<file path="config.mk">
export PLATFORM = sky130hd
export DESIGN_NAME = l2_arbiter
export DESIGN_NICKNAME = d
export VERILOG_FILES = /design/src/rtl/l2_arbiter.sv
export SDC_FILE = /design/constraint.sdc
export NUM_CORES = 1
export LEC_CHECK = 0
export CAP_MARGIN = 20
export CORE_AREA = 2 2 325 327
export DETAILED_ROUTE_END_ITERATION = 8
export DIE_AREA = 0 0 327 329
export GPL_ROUTABILITY_DRIVEN = 0
export PLACE_DENSITY_LB_ADDON = 0.25
export SLEW_MARGIN = 20
export SYNTH_ARGS = -nofsm -noshare
export SYNTH_HDL_FRONTEND = slang
export SYNTH_SLANG_ARGS = --single-unit
</file>
<file path="constraint.sdc">
create_clock -name clk -period 1.8 [get_ports clk]
set_input_delay 0.54 -clock clk [delete_from_list [all_inputs] [get_ports clk]]
set_output_delay 0.54 -clock clk [all_outputs]
set_load 0.01 [all_outputs]
</file>
<file path="src/rtl/l2_arbiter.sv">
// -----------------------------------------------------------------------------
// l2_arbiter
//
// Shares the single L2 / physical-memory port between the I-cache miss path
// and the D-cache miss path. One line-sized read or write is outstanding at a
// time. The FSM has three states: IDLE, GRANT_I and GRANT_D.
//
// Optional build macro:
//   L2_ARB_ROUND_ROBIN_EN - when both sides request in the same IDLE cycle,
//                           grant the side that was not granted last.
//                           Without it, D always wins a contended grant.
//
// Ports:
//   clk, reset                  clock; synchronous active-high reset
//   icache_read/write           I-side request strobes (write wins if both)
//   icache_address/wdata        I-side byte address and write line
//   icache_rdata/resp           I-side read line (broadcast) / completion
//   dcache_*                    same set of ports for the D side
//   l2_read/write               downstream strobes
//   l2_address/wdata            downstream line-aligned address and write line
//   l2_rdata/resp               downstream read line and completion
// -----------------------------------------------------------------------------
module l2_arbiter #(
    parameter int ADDR_WIDTH = 16,
    parameter int LINE_WIDTH = 128
) (
    input  logic                  clk,
    input  logic                  reset,

    input  logic                  icache_read,
    input  logic                  icache_write,
    input  logic [ADDR_WIDTH-1:0] icache_address,
    input  logic [LINE_WIDTH-1:0] icache_wdata,
    output logic [LINE_WIDTH-1:0] icache_rdata,
    output logic                  icache_resp,

    input  logic                  dcache_read,
    input  logic                  dcache_write,
    input  logic [ADDR_WIDTH-1:0] dcache_address,
    input  logic [LINE_WIDTH-1:0] dcache_wdata,
    output logic [LINE_WIDTH-1:0] dcache_rdata,
    output logic                  dcache_resp,

    output logic                  l2_read,
    output logic                  l2_write,
    output logic [ADDR_WIDTH-1:0] l2_address,
    output logic [LINE_WIDTH-1:0] l2_wdata,
    input  logic [LINE_WIDTH-1:0] l2_rdata,
    input  logic                  l2_resp
);

    typedef enum logic [1:0] {
        IDLE    = 2'd0,
        GRANT_I = 2'd1,
        GRANT_D = 2'd2
    } state_t;

    state_t                  state_reg, state_next;
    logic                    last_grant_reg;     // 0 = I, 1 = D
    logic                    op_read_reg;
    logic                    op_write_reg;
    // Only the line-select bits are kept; the offset bits are always
    // driven as zero on the L2 port.
    logic [ADDR_WIDTH-5:0]   line_addr_reg;
    logic [LINE_WIDTH-1:0]   wdata_reg;

    logic i_req, d_req, pick_d, start;

    assign i_req = icache_read | icache_write;
    assign d_req = dcache_read | dcache_write;
    assign start = (state_reg == IDLE) && (i_req || d_req);

`ifdef L2_ARB_ROUND_ROBIN_EN
    // Contended: go to the side opposite last_grant. Uncontended: the lone
    // requester wins.
    assign pick_d = d_req && (!i_req || !last_grant_reg);
`else
    // Fixed D-over-I priority; last_grant is tracked but has no effect here.
    assign pick_d = d_req;
    logic unused_last_grant;
    assign unused_last_grant = last_grant_reg;
`endif

    // Read data is broadcast; only resp qualifies it.
    assign icache_rdata = l2_rdata;
    assign dcache_rdata = l2_rdata;

    always_ff @(posedge clk) begin
        if (reset) begin
            state_reg      <= IDLE;
            last_grant_reg <= 1'b0;
            op_read_reg    <= 1'b0;
            op_write_reg   <= 1'b0;
            line_addr_reg  <= '0;
            wdata_reg      <= '0;
        end else begin
            state_reg <= state_next;
            if (start) begin
                last_grant_reg <= pick_d;
                if (pick_d) begin
                    op_write_reg  <= dcache_write;
                    op_read_reg   <= dcache_read & ~dcache_write;
                    line_addr_reg <= dcache_address[ADDR_WIDTH-1:4];
                    wdata_reg     <= dcache_wdata;
                end else begin
                    op_write_reg  <= icache_write;
                    op_read_reg   <= icache_read & ~icache_write;
                    line_addr_reg <= icache_address[ADDR_WIDTH-1:4];
                    wdata_reg     <= icache_wdata;
                end
            end
        end
    end

    always_comb begin
        state_next  = state_reg;
        l2_read     = 1'b0;
        l2_write    = 1'b0;
        l2_address  = '0;
        l2_wdata    = '0;
        icache_resp = 1'b0;
        dcache_resp = 1'b0;

        unique case (state_reg)
            IDLE: begin
                // Spurious l2_resp is ignored here.
                if (start)
                    state_next = pick_d ? GRANT_D : GRANT_I;
            end
            GRANT_I, GRANT_D: begin
                l2_read    = op_read_reg;
                l2_write   = op_write_reg;
                l2_address = {line_addr_reg, 4'h0};
                l2_wdata   = wdata_reg;
                if (l2_resp) begin
                    state_next = IDLE;
                    // Reset wins over a same-cycle completion: no resp.
                    icache_resp = (state_reg == GRANT_I) && !reset;
                    dcache_resp = (state_reg == GRANT_D) && !reset;
                end
            end
            default: state_next = IDLE;
        endcase
    end

endmodule

</file>
==> results of run 1 <==
-- routing by layer --
layer,vias to the layer above,share of wire [%]
met5,-,0.031
met4,2,3.7
met3,85,10
met2,542,47
met1,3545,39
li1,3495,-
-- per-stage QoR --
stage,power [mW],cell area (um^2)
2_1_floorplan,6.05,9200
3_3_place_gp,7.85,13900
3_5_place_dp,7.85,13900
4_1_cts,14.5,16200
5_1_grt,15.0,16400
6_report,14.2,16400
-- how the worst max path moves through the flow --
| stage | depth (start not counted) | slack (ns) | start | end |
|---|---|---|---|---|
| floorplan | 5 | -0.02 | state_reg[0] | l2_address[10] |
| global placement | 6 | -0.68 | dcache_read | wdata_reg[71] |
| detailed placement | 6 | -0.66 | dcache_read | wdata_reg[81] |
| CTS | 8 | -0.88 | state_reg[0] | l2_wdata[98] |
| global route | 8 | -0.84 | state_reg[1] | l2_wdata[58] |
| finish | 8 | -0.72 | state_reg[0] | l2_wdata[13] |
-- cells by family (layout without fill, tap and decap cells) --
kind of cell / count (synthesis) / count (layout)
mux: 140 / 140
flops: 144 / 144
compound gates: 149 / 149
simple gates: 155 / 155
buf+inv: 325 / 617
other cells: 1 / 5
fa+ha+maj: 3 / 3
-- power by group --
part	internal [mW]	switching (mW)	leakage, nW
registers	3.66	0.332	1.19
clock network	1.99	1.81	0.279
logic	3.82	2.56	4.72
-- cell type report --
cell class                      instances  area [um^2]
Multi-Input combinational cell        451         4360
Timing Repair Buffer                  583         6860
Clock buffer                           19          443
Antenna cell                            1         2.50
Tap cell                             1391         1740
Sequential cell                       144         2890
Fill cell                           11640        87900
Clock inverter                         13          141
Inverter                                2         7.51
-- synth_stat cells --
cell                        number
sky130_fd_sc_hd__buf_4         266
sky130_fd_sc_hd__dfxtp_1       144
sky130_fd_sc_hd__and2_1        142
sky130_fd_sc_hd__mux2i_1       140
sky130_fd_sc_hd__o2bb2ai_1     100
sky130_fd_sc_hd__o2bb2ai_2      40
sky130_fd_sc_hd__buf_2          30
sky130_fd_sc_hd__clkbuf_1       16
sky130_fd_sc_hd__buf_6          11
sky130_fd_sc_hd__nor2b_1         4
sky130_fd_sc_hd__ha_1            3
sky130_fd_sc_hd__a21oi_1         2
sky130_fd_sc_hd__and4b_1         2
sky130_fd_sc_hd__inv_1           2
sky130_fd_sc_hd__o21a_1          2
sky130_fd_sc_hd__o21ai_0         2
sky130_fd_sc_hd__a211oi_1        1
sky130_fd_sc_hd__conb_1          1
sky130_fd_sc_hd__nand2b_1        1
sky130_fd_sc_hd__nand3b_1        1
sky130_fd_sc_hd__nor2_1          1
sky130_fd_sc_hd__nor2_2          1
sky130_fd_sc_hd__nor3_1          1
sky130_fd_sc_hd__nor3b_1         1
sky130_fd_sc_hd__o21ba_2         1
sky130_fd_sc_hd__o41ai_2         1
sky130_fd_sc_hd__or2_2           1
-- repair_timing --
item,in CTS,in global routing
endpoints found under the setup margin,241,147
cloned,26,1
resized for setup,841,89
setup buffers,55,13
pin swaps,64,20
endpoints found under the hold margin,0,0
==> load_flow_metrics.sql, run 1 <==
INSERT INTO impl_metrics (metric_group, metric, value, unit) VALUES
('sta', 'worst_hold_slack', '0.457', 'ns'),
('clock_network', 'clock_path_buffers', '2', ''),
('run_status', 'status', 'finished, violations left', ''),
('clock_network', 'clock_insertion_delay_worst_skew', '0.49', 'ns'),
('power_and_ir_drop', 'power-per-cell-area', '862', 'nW/um^2'),
('setup_path', 'cp_num_buf_inv', '6', ''),
('setup_path', 'timing.critical_path.arrival', '1.98', 'ns'),
('sta', 'setup_total_negative_slack', '-87.77', 'ns'),
('die', 'std_cell_rows', '119', ''),
('drt', 'post_drt_wl_per_cell', '20.8', 'um'),
('grt', 'grt-ovfl-total', '0', ''),
('logic_synthesis', 'arithmetic_cell_share_of_the_synthesized_area_counting_full_adders_half_adders_and_majority_gates', '0.409', '%'),
('job', 'max_cap_viol_count', '0', ''),
('cells_and_area', 'syn_to_final_growth', '79.0', '%'),
('die', 'coreArea', '104000', 'um^2'),
('placed_design', 'placement.setup.worst_slack', '-0.659', 'ns'),
('cells_and_area', 'layout.cells.non_filler', '2604', ''),
('setup_path', 'critPathMaxStageDelay', '0.33', 'ns'),
('clock_network', 'cts-buffers-inserted', '17', ''),
('clock_network', 'numClockSinks', '144', ''),
('setup_path', 'worstPathCellList', 'inv_2 > ha_4 > buf_12 > buf_12 > buf_16 > buf_6 > and2_4 > buf_6', ''),
('drt', 'ratio_of_routed_vias_to_standard_cells', '2.95', ''),
('logic_synthesis', 'post_synth_and_or_nand_nor_area_fraction', '10.6', '%'),
('logic_synthesis', 'avgSynthCellArea', '10.0', 'um^2'),
('cells_and_area', 'finish.utilization', '15.7', '%'),
('power_and_ir_drop', 'ir_worst_vdd', '0.538', 'mV'),
('logic_synthesis', 'synth_cell_type_count', '27', ''),
('setup_path', 'worst-r2r-setup-slack', '0.08', 'ns'),
('setup_path', 'worst_r2r_path_depth', '9', ''),
('cells_and_area', 'largest_reg_flops', '128', ''),
('cells_and_area', 'layout_common_cells', 'sky130_fd_sc_hd__clkdlybuf4s50_1, sky130_fd_sc_hd__buf_6, sky130_fd_sc_hd__dfxtp_1, sky130_fd_sc_hd__mux2i_1, sky130_fd_sc_hd__and2_4', ''),
('grt', 'grt_first_pass_wirelength', '71100', 'um'),
('logic_synthesis', 'yosys_warnings', '0', ''),
('logic_synthesis', 'post_synth_inst_count', '917', ''),
('run_status', 'failed_checks', 'setup timing', ''),
('sta', 'skew', '0.0140', 'ns'),
('sta', 'report.final.hold_viol_count', '0', ''),
('logic_synthesis', 'yosys.area_share.xor_xnor', '0', '%'),
('setup_path', 'critical_path_peak_fanout', '7', ''),
('setup_path', 'cp-start-kind', 'flip-flop', ''),
('drt', 'detailroute.via_count', '7669', ''),
('sta', 'setup_violations', '145', ''),
('clock_network', 'ctsHoldBuffers', '0', ''),
('clock_network', 'cts-root-buf', 'sky130_fd_sc_hd__clkbuf_16', ''),
('setup_path', 'critPathKind', 'reg2out', ''),
('power_and_ir_drop', 'static-leakage-power', '6.19', 'nW'),
('logic_synthesis', 'synthDominantCellAreaShare', '31.4', '%'),
('die', 'num_io_pins', '827', ''),
('grt', 'met3_usage', '4.64', '%'),
('cells_and_area', 'drive_above_1_share', '42.0', '%'),
('grt', 'top_usage_layer', 'met2', ''),
('sta', 'maxSlewViolCount', '0', ''),
('clock_network', 'cts.reportedPaths.clkPinSlew', '0.07', 'ns'),
('sta', 'grt_setup_unrepaired', 'true', ''),
('setup_path', 'worst_setup_path_end_kind', 'primary output', ''),
('setup_path', 'cpLargestDelayFamily', 'buffers and inverters', ''),
('sta', 'fraction_of_the_cycle_the_final_worst_path_needs', '140', '%'),
('setup_path', 'worst-endpoint-required', '1.26', 'ns'),
('grt', 'groute.layer.met2.usage', '16.2', '%'),
('placed_design', 'dpl.hpwl', '37500', 'um'),
('cells_and_area', 'layout_commonest_cell', 'sky130_fd_sc_hd__clkdlybuf4s50_1', ''),
('setup_path', 'crit-reg2reg-launch', 'state_reg[0]', ''),
('placed_design', 'buffer_ports.inserted', '430', ''),
('grt', 'grt_use_total', '9.85', '%'),
('die', 'design.die.area', '108000', 'um^2'),
('drt', 'number_of_nets_still_failing_antenna_checks_after_routing', '0', ''),
('logic_synthesis', 'fraction_of_the_mapped_netlist_area_in_compound_gates', '16.8', '%'),
('placed_design', 'dp.cells', '2491', ''),
('logic_synthesis', 'post_synth_mux_area_share', '15.3', '%'),
('sta', 'final_critical_path_setup_slack', '-0.724', 'ns'),
('grt', 'grt_util_met1', '10.9', '%');
Note: power is estimated with default switching activity, not from simulation.
==> run 2: changes to the inputs <==
--- a/config.mk
+++ b/config.mk
@@ -7,6 +7,7 @@
 export LEC_CHECK = 0
 export CAP_MARGIN = 20
 export CORE_AREA = 2 2 325 327
+export CTS_CLUSTER_DIAMETER = 80
 export DETAILED_ROUTE_END_ITERATION = 8
 export DIE_AREA = 0 0 327 329
 export GPL_ROUTABILITY_DRIVEN = 0
==> results of run 2 <==
No change in the layout: final DEF, timing and power equal those of run 1.
